File: config.mk
export PLATFORM = sky130hd
export DESIGN_NAME = alu_8bit
export DESIGN_NICKNAME = d
export VERILOG_FILES = /design/src/rtl/alu_pkg.sv /design/src/rtl/alu_comb.sv /design/src/rtl/alu_8bit.sv
export SDC_FILE = /design/constraint.sdc
export NUM_CORES = 1
export LEC_CHECK = 0
export ABC_AREA = 1
export BUFFER_PORTS_ARGS = -buffer_cell sky130_fd_sc_hd__buf_2
export CORE_MARGIN = 1
export CORE_UTILIZATION = 30
export DETAILED_ROUTE_END_ITERATION = 8
export GPL_TIMING_DRIVEN = 0
export PLACE_DENSITY = 0.56
export SKIP_LAST_GASP = 1
export SYNTH_ARGS = -nofsm -noshare
export SYNTH_HDL_FRONTEND = slang
export SYNTH_HIERARCHICAL = 1
export SYNTH_SLANG_ARGS = --single-unit
File: constraint.sdc
create_clock -name clk -period 0.8 [get_ports clk]
set_input_delay 0 -clock clk [delete_from_list [all_inputs] [get_ports clk]]
set_output_delay 0 -clock clk [all_outputs]
set_load 0.1 [all_outputs]
File: src/rtl/alu_pkg.sv
// alu_pkg: shared opcode encoding, flag bit positions and data width for the
// 8-bit ALU.
package alu_pkg;

  localparam int DATA_W = 8;
  localparam int FUN_W  = 3;
  localparam int FLAG_W = 3;

  // Bit positions inside the status vector
  localparam int FLAG_Z = 0;
  localparam int FLAG_C = 1;
  localparam int FLAG_N = 2;

  typedef enum logic [FUN_W-1:0] {
    ADD = 3'b000,
    SUB = 3'b001,
    AND = 3'b010,
    OR  = 3'b011,
    XOR = 3'b100,
    NOT = 3'b101,
    SHL = 3'b110,  // ROL when ALU_ROTATE_EN is defined
    SHR = 3'b111   // ROR when ALU_ROTATE_EN is defined
  } alu_op_e;

  // Zero and negative are derived from the result alone, for every opcode
  function automatic logic [FLAG_W-1:0] make_flags(input logic [DATA_W-1:0] res,
                                                   input logic carry);
    logic [FLAG_W-1:0] f;
    f         = '0;
    f[FLAG_Z] = (res == '0);
    f[FLAG_C] = carry;
    f[FLAG_N] = res[DATA_W-1];
    return f;
  endfunction

endpackage

File: src/rtl/alu_comb.sv
// alu_comb: purely combinational ALU datapath producing next result and flags.
// Build option: ALU_ROTATE_EN turns opcodes 110/111 into rotates instead of
// logical shifts.
module alu_comb
  import alu_pkg::*;
(
  input  logic [FUN_W-1:0]  fun,
  input  logic [DATA_W-1:0] Rx,
  input  logic [DATA_W-1:0] Ry,
  output logic [DATA_W-1:0] next_result,
  output logic [FLAG_W-1:0] next_band
);

  logic [DATA_W:0]   w_sum;
  logic [DATA_W:0]   w_diff;
  logic [DATA_W-1:0] w_res;
  logic              w_carry;

  // 9-bit add/subtract; bit 8 of the difference is the unsigned borrow
  assign w_sum  = {1'b0, Rx} + {1'b0, Ry};
  assign w_diff = {1'b0, Rx} - {1'b0, Ry};

  // Opcode decode: select result and carry/borrow
  always_comb begin
    w_res   = '0;
    w_carry = 1'b0;
    case (alu_op_e'(fun))
      ADD: begin
        w_res   = w_sum[DATA_W-1:0];
        w_carry = w_sum[DATA_W];
      end
      SUB: begin
        w_res   = w_diff[DATA_W-1:0];
        w_carry = w_diff[DATA_W];
      end
      AND: w_res = Rx & Ry;
      OR:  w_res = Rx | Ry;
      XOR: w_res = Rx ^ Ry;
      NOT: w_res = ~Rx;
`ifdef ALU_ROTATE_EN
      SHL: begin
        w_res   = {Rx[DATA_W-2:0], Rx[DATA_W-1]};
        w_carry = Rx[DATA_W-1];
      end
      SHR: begin
        w_res   = {Rx[0], Rx[DATA_W-1:1]};
        w_carry = Rx[0];
      end
`else
      SHL: begin
        w_res   = {Rx[DATA_W-2:0], 1'b0};
        w_carry = Rx[DATA_W-1];
      end
      SHR: begin
        w_res   = {1'b0, Rx[DATA_W-1:1]};
        w_carry = Rx[0];
      end
`endif
      default: begin
        w_res   = '0;
        w_carry = 1'b0;
      end
    endcase
  end

  assign next_result = w_res;
  assign next_band   = make_flags(w_res, w_carry);

endmodule

File: src/rtl/alu_8bit.sv
// alu_8bit: 8-bit ALU with registered Result and flags (Z, C, N), one-cycle
// latency, one operation per clock, asynchronous active-low reset.
// Build option: ALU_ROTATE_EN (see alu_comb) selects rotates for 110/111.
module alu_8bit
  import alu_pkg::*;
(
  input  logic              clk,
  input  logic              rst_n,
  input  logic [FUN_W-1:0]  fun,
  input  logic [DATA_W-1:0] Rx,
  input  logic [DATA_W-1:0] Ry,
  output logic [DATA_W-1:0] Result,
  output logic [FLAG_W-1:0] band
);

  logic [DATA_W-1:0] w_next_result;
  logic [FLAG_W-1:0] w_next_band;
  logic [DATA_W-1:0] r_result;
  logic [FLAG_W-1:0] r_band;

  alu_comb u_comb (
    .fun         (fun),
    .Rx          (Rx),
    .Ry          (Ry),
    .next_result (w_next_result),
    .next_band   (w_next_band)
  );

  // Output register: recomputes every edge, cleared at once by reset
  always_ff @(posedge clk or negedge rst_n) begin
    if (!rst_n) begin
      r_result <= '0;
      r_band   <= '0;
    end else begin
      r_result <= w_next_result;
      r_band   <= w_next_band;
    end
  end

  assign Result = r_result;
  assign band   = r_band;

endmodule

==> Word-level counts from Yosys, hierarchy flattened <==
Index checks and enable logic that the tools add are counted.
{ "word_totals": {"out_inout_bits": 11, "input_bits": 21, "register_bits": 11} }
{ "op_classes": {"bitwise": 4, "muxes": 2, "add_sub_neg": 2, "n_eq_ne": 7, "n_reduce_logical": 2} }
{ "op_table": {"columns": ["operator", "n"], "rows": [
  ["8-bit case mux with 8 select lines", 1],
  ["3-bit equality test (second input constant)", 4],
  ["8-bit by 8-bit adder with 9-bit output", 1],
  ["8-bit by 8-bit subtractor with 9-bit output", 1],
  ["8-bit bitwise AND", 1],
  ["8-bit logical NOT", 1],
  ["8-bit inverter", 1],
  ["8-bit OR", 1],
  ["8-bit XOR", 1],
  ["3-bit by 2-bit equality test with 1-bit output (second input constant)", 2],
  ["1-bit case mux with 4 select lines", 1],
  ["3-bit by 1-bit equality test with 1-bit output (second input constant)", 1],
  ["3-bit logical NOT", 1]
]} }

==> Depth between registers and ports, before layout <==
{ "logic_depth": {"ltp_word": 3, "mapped_depth": 14, "depth_no_buf": 14} }

==> Cells and area by module <==
The synthesis kept the hierarchy.
{ "by_module_without_submodules": {"columns": ["module", "cells_per_inst", "area_each_um2", "instances"], "rows": [
  ["alu_comb", 249, 1365.1, 1],
  ["alu_8bit", 11, 275.3, 1]
]} }

==> Worst setup path after synthesis <==
No wires, ideal clock.
{ "synth_path": {"path_type": "input port to flip-flop", "startpoint": "input port Rx[0]", "endpoint": "register r_band[0] (netlist: band[0])", "required_time_ns": 0.729, "n_path_buf": 0, "slack_ns": -0.603, "arrival_time_ns": 1.332, "path_stages": 13, "path_cell_list": "inv_1 -> ha_1 -> inv_1 -> fa_1 -> nand2_1 -> nand2_1 -> nand3_1 -> nand3_1 -> nand3_1 -> nand3_1 -> nor2_1 -> nand2_1 -> nor2_1"} }
{ "synth_between": {"elab_chain_len": 3, "elab_cells_between_ends": 8, "classes_between": "2 x add/sub; 1 x mux; 4 x bitwise; 1 x reduce/logical"} }
{ "synth_lines": {"columns": ["element", "line", "rtl"], "rows": [
  ["start, declared", "alu_8bit.sv:10", "input logic [DATA_W-1:0] Rx,"],
  ["8-bit by 8-bit subtractor with 9-bit output / 8-bit by 8-bit adder with 9-bit output (equally long branches)", "alu_comb.sv:21, alu_comb.sv:20", null],
  ["8-bit case mux with 8 select lines (*)", "alu_comb.sv:27", "case (alu_op_e'(fun))"],
  ["net w_next_result[6]", "alu_8bit.sv:16", "logic [DATA_W-1:0] w_next_result;"],
  ["8-bit logical NOT (*)", "alu_pkg.sv:30", "f[FLAG_Z] = (res == '0);"],
  ["net w_next_band[0]", "alu_8bit.sv:17", "logic [FLAG_W-1:0] w_next_band;"],
  ["end signal, assigned", "alu_8bit.sv:36", "r_band <= w_next_band;"],
  ["end, declared", "alu_8bit.sv:19", "logic [FLAG_W-1:0] r_band;"]
]} }
Mark *: on every way through the listed nets, which the timed path passes. The rest lies on a longest branch.

==> Final worst setup path <==
{ "layout_path": {"startpoint": "input port Rx[0]", "endpoint": "register r_result[6] (netlist: Result[6])"} }
{ "layout_between": {"elab_chain_len": 2, "elab_cells_between_ends": 3, "classes_between": "2 x add/sub; 1 x mux"} }
{ "layout_lines": {"columns": ["element", "line", "rtl"], "rows": [
  ["8-bit by 8-bit subtractor with 9-bit output / 8-bit by 8-bit adder with 9-bit output (equally long branches)", "alu_comb.sv:21, alu_comb.sv:20", null],
  ["8-bit case mux with 8 select lines (*)", "alu_comb.sv:27", null],
  ["net w_next_result[6]", "alu_8bit.sv:16", null],
  ["end signal, assigned", "alu_8bit.sv:35", "r_result <= w_next_result;"],
  ["end, declared", "alu_8bit.sv:18", "logic [DATA_W-1:0] r_result;"]
]} }
Marks and branches as above.

==> impl_metrics.json <==
{
  "status": "finished with violations",
  "violations": "negative setup slack",
  "worst_slack_ns": -0.462,
  "power_frac_seq_pct": 19.6,
  "netlist_instances": 260,
  "start_kind": "input port",
  "num_antenna_cells": 0,
  "hp-class": "input port to register",
  "power_density_nw_per_um2": 1300,
  "cts_max_level": 1,
  "worstPathMaxFanout": 3,
  "grt_pass1_wl_um": 8110,
  "numCtsBuffers": 3,
  "p_clk_share_pct": 15.7,
  "overflow": 0,
  "final_common_cell": "nand2_1",
  "firstDrtPassIters": 4,
  "holdPathEnd": "Result[0]$_DFF_PN0_",
  "ys_seq_elements": 11,
  "p_int_mw": 1.85,
  "rows": 26,
  "cp_common_cell": "nand3_2",
  "place.gp.congestion": 0.891,
  "die_x_um": 75.9,
  "hpwl_um": 3720,
  "grt_pass1_vias": 1778,
  "fin_nets": 362,
  "crit_required_ns": 0.94,
  "initial_utilization_pct": 31.7,
  "max_stage_delay_ns": 0.35,
  "die_area_um2": 5770,
  "clock_sinks": 11,
  "yosysSeqAreaShare_pct": 16.8,
  "clockRootBuffer": "clkbuf_8",
  "routed-via-count": 1856,
  "cts_buffer_depth": 2,
  "drt_iter0_markers": 102,
  "layout-drive-gt1-share_pct": 53.8,
  "setup_viol": 22,
  "power_frac_comb_pct": 64.7,
  "layout_common_cells": "nand2_1, inv_1, buf_4",
  "max_clock_freq_mhz": 792,
  "relSlewSlack_pct": 80.7,
  "synthesis.area_um2": 1640,
  "fp.dieH_um": 75.9,
  "synth_cell_type_count": 26,
  "vias_per_cell": 4.83,
  "post-route-min-period_ns": 1.26,
  "path_delay_family": "simple AND/OR/NAND/NOR gates",
  "maxCapViolCount": 0,
  "core_um2": 5170,
  "holdCritStartpoint": "Rx[1]",
  "final_antenna_net_count": 0,
  "critical_path_arrival_ns": 1.40,
  "power.switching_mw": 1.65,
  "peakVddDrop_v": 0.000814,
  "drc": 0,
  "portBuffers": 31,
  "leakage_nw": 1.31,
  "grt_max_degree": 12,
  "crit_slowest_cell": "fa_2",
  "syn_avg_cell_area_um2": 6.31,
  "grt_use_total_pct": 17.3,
  "stdcell_count": 384,
  "hold_depth": 3,
  "place_inst": 361,
  "routedWlPerCell_um": 13.1,
  "wl_um": 5030,
  "critPathCaptureType": "register",
  "ys_warn_count": 6,
  "pin_count": 32,
  "worstSetupPathType": "input port to register",
  "hold_violations": 0,
  "hold_slack_ns": 0.103,
  "slew_viol_final": 0,
  "area_growth_pct": 64.1,
  "worst_slew_pin_slew_ns": 0.289,
  "rsz0062_at_grt": "true",
  "cts_tree": "done",
  "grt_antenna_before_repair": 0,
  "switching_share_pct": 47.1,
  "syn-num-nets": 307,
  "finalCritPeriodShare_pct": 158,
  "path_clk_slew_ns": 0.05,
  "cp.buffers_inverters": 5,
  "path_cells": "buf_12 > inv_16 > ha_4 > inv_4 > fa_2 > nand2_2 > nand2_4 > nand3_4 > nand3_2 > nand3_2 > nand3_2 > buf_4 > buf_6"
}
-- what timing repair did --
| item | CTS | global route |
|---|---|---|
| pin swaps | 25 | 27 |
| buffers inserted | 11 | 8 |
| cloned | 1 | 0 |
| endpoints found under the setup margin | 21 | 21 |
| hold buffers | 1 | 0 |
| endpoints found under the hold margin | 11 | 0 |
| gates resized for setup | 95 | 47 |
-- kinds of logic after synthesis --
group | count (synthesis) | share of synthesized area [%]
AOI/OAI and AO/OA | 37 | 12.9
and+or+nand+nor | 129 | 35.6
DFF | 11 | 16.8
xor gates and xnor gates | 1 | 0.534
adders and majority gates | 26 | 20.7
buffers and inverters | 56 | 13.4
-- sequential cells by signal, summed over array words and instances, names as in the netlist --
register / count
Result: 8
band: 3
-- power groups by stage --
| stage | logic [mW] | clock network, mW | registers [mW] |
|---|---|---|---|
| global placement | 1.66 | 0 | 0.664 |
| CTS | 2.01 | 0.550 | 0.681 |
| global route | 2.41 | 0.596 | 0.696 |
| floorplan | 0.729 | 0 | 1.23 |
| detailed placement | 1.66 | 0 | 0.665 |
| finish | 2.27 | 0.550 | 0.688 |
-- area by class of cell --
class	instances	area [um2]
Clock buffer	4	45.0
Sequential cell	11	288
Timing Repair Buffer	52	541
Multi-Input combinational cell	193	1460
Inverter	52	251
Fill cell	494	2480
Buffer	2	18.8
Tap cell	70	87.6
-- Yosys cell counts --
cell	n	area, um2
nor2_2	2	12.5
nand3_2	5	50.1
buf_4	2	15.0
nor2_1	23	86.3
o21ai_1	5	25.0
a21oi_2	1	8.76
fa_1	2	40.0
inv_1	43	161
ha_1	24	300
o21ai_0	4	20.0
nor3b_1	1	7.51
nand4_1	2	12.5
nand2_1	60	225
o211ai_1	2	15.0
or2_1	1	6.26
and2_1	1	6.26
o22ai_1	10	62.6
nor3_2	1	10.0
nand3_1	31	155
inv_2	9	33.8
a22oi_1	2	15.0
dfrtp_1	11	275
a21oi_1	13	65.1
nand2_2	2	12.5
buf_2	2	10.0
xor2_1	1	8.76
-- routing by layer --
layer / wire length, um / vias to the layer above / track usage (%)
li1: - / 945 / -
met1: 2170 / 842 / 22.3
met2: 2510 / 60 / 30.0
met3: 260 / 9 / 1.45
met4: 94 / 0 / 6.35
met5: 0 / - / 0
-- per-stage QoR --
stage | setup slack, ns | area [um2] | utilization (%) | TNS, ns | total power, mW
finish | -0.462 | 2690 | 52.1 | -3.45 | 3.51
global route | -0.562 | 2690 | 52.1 | -4.36 | 3.70
CTS | -0.453 | 2470 | 47.8 | -2.83 | 3.24
detailed placement | -0.879 | 2050 | 39.6 | -6.97 | 2.33
global placement | -0.886 | 2050 | 39.6 | -6.97 | 2.33
floorplan | -0.469 | 1800 | - | -3.16 | 1.96
-- how the worst max path moves through the flow --
stage	startpoint	end	slack [ns]	cells past startpoint
floorplan	Rx[0]	band[0]$_DFF_PN0_	-0.47	14
global placement	Rx[0]	band[1]$_DFF_PN0_	-0.89	13
detailed placement	Rx[0]	band[1]$_DFF_PN0_	-0.88	13
CTS	Rx[0]	band[0]$_DFF_PN0_	-0.45	14
global route	Rx[5]	band[0]$_DFF_PN0_	-0.56	15
finish	Rx[0]	Result[6]$_DFF_PN0_	-0.46	13
Note: power is estimated with default switching activity, not from simulation.
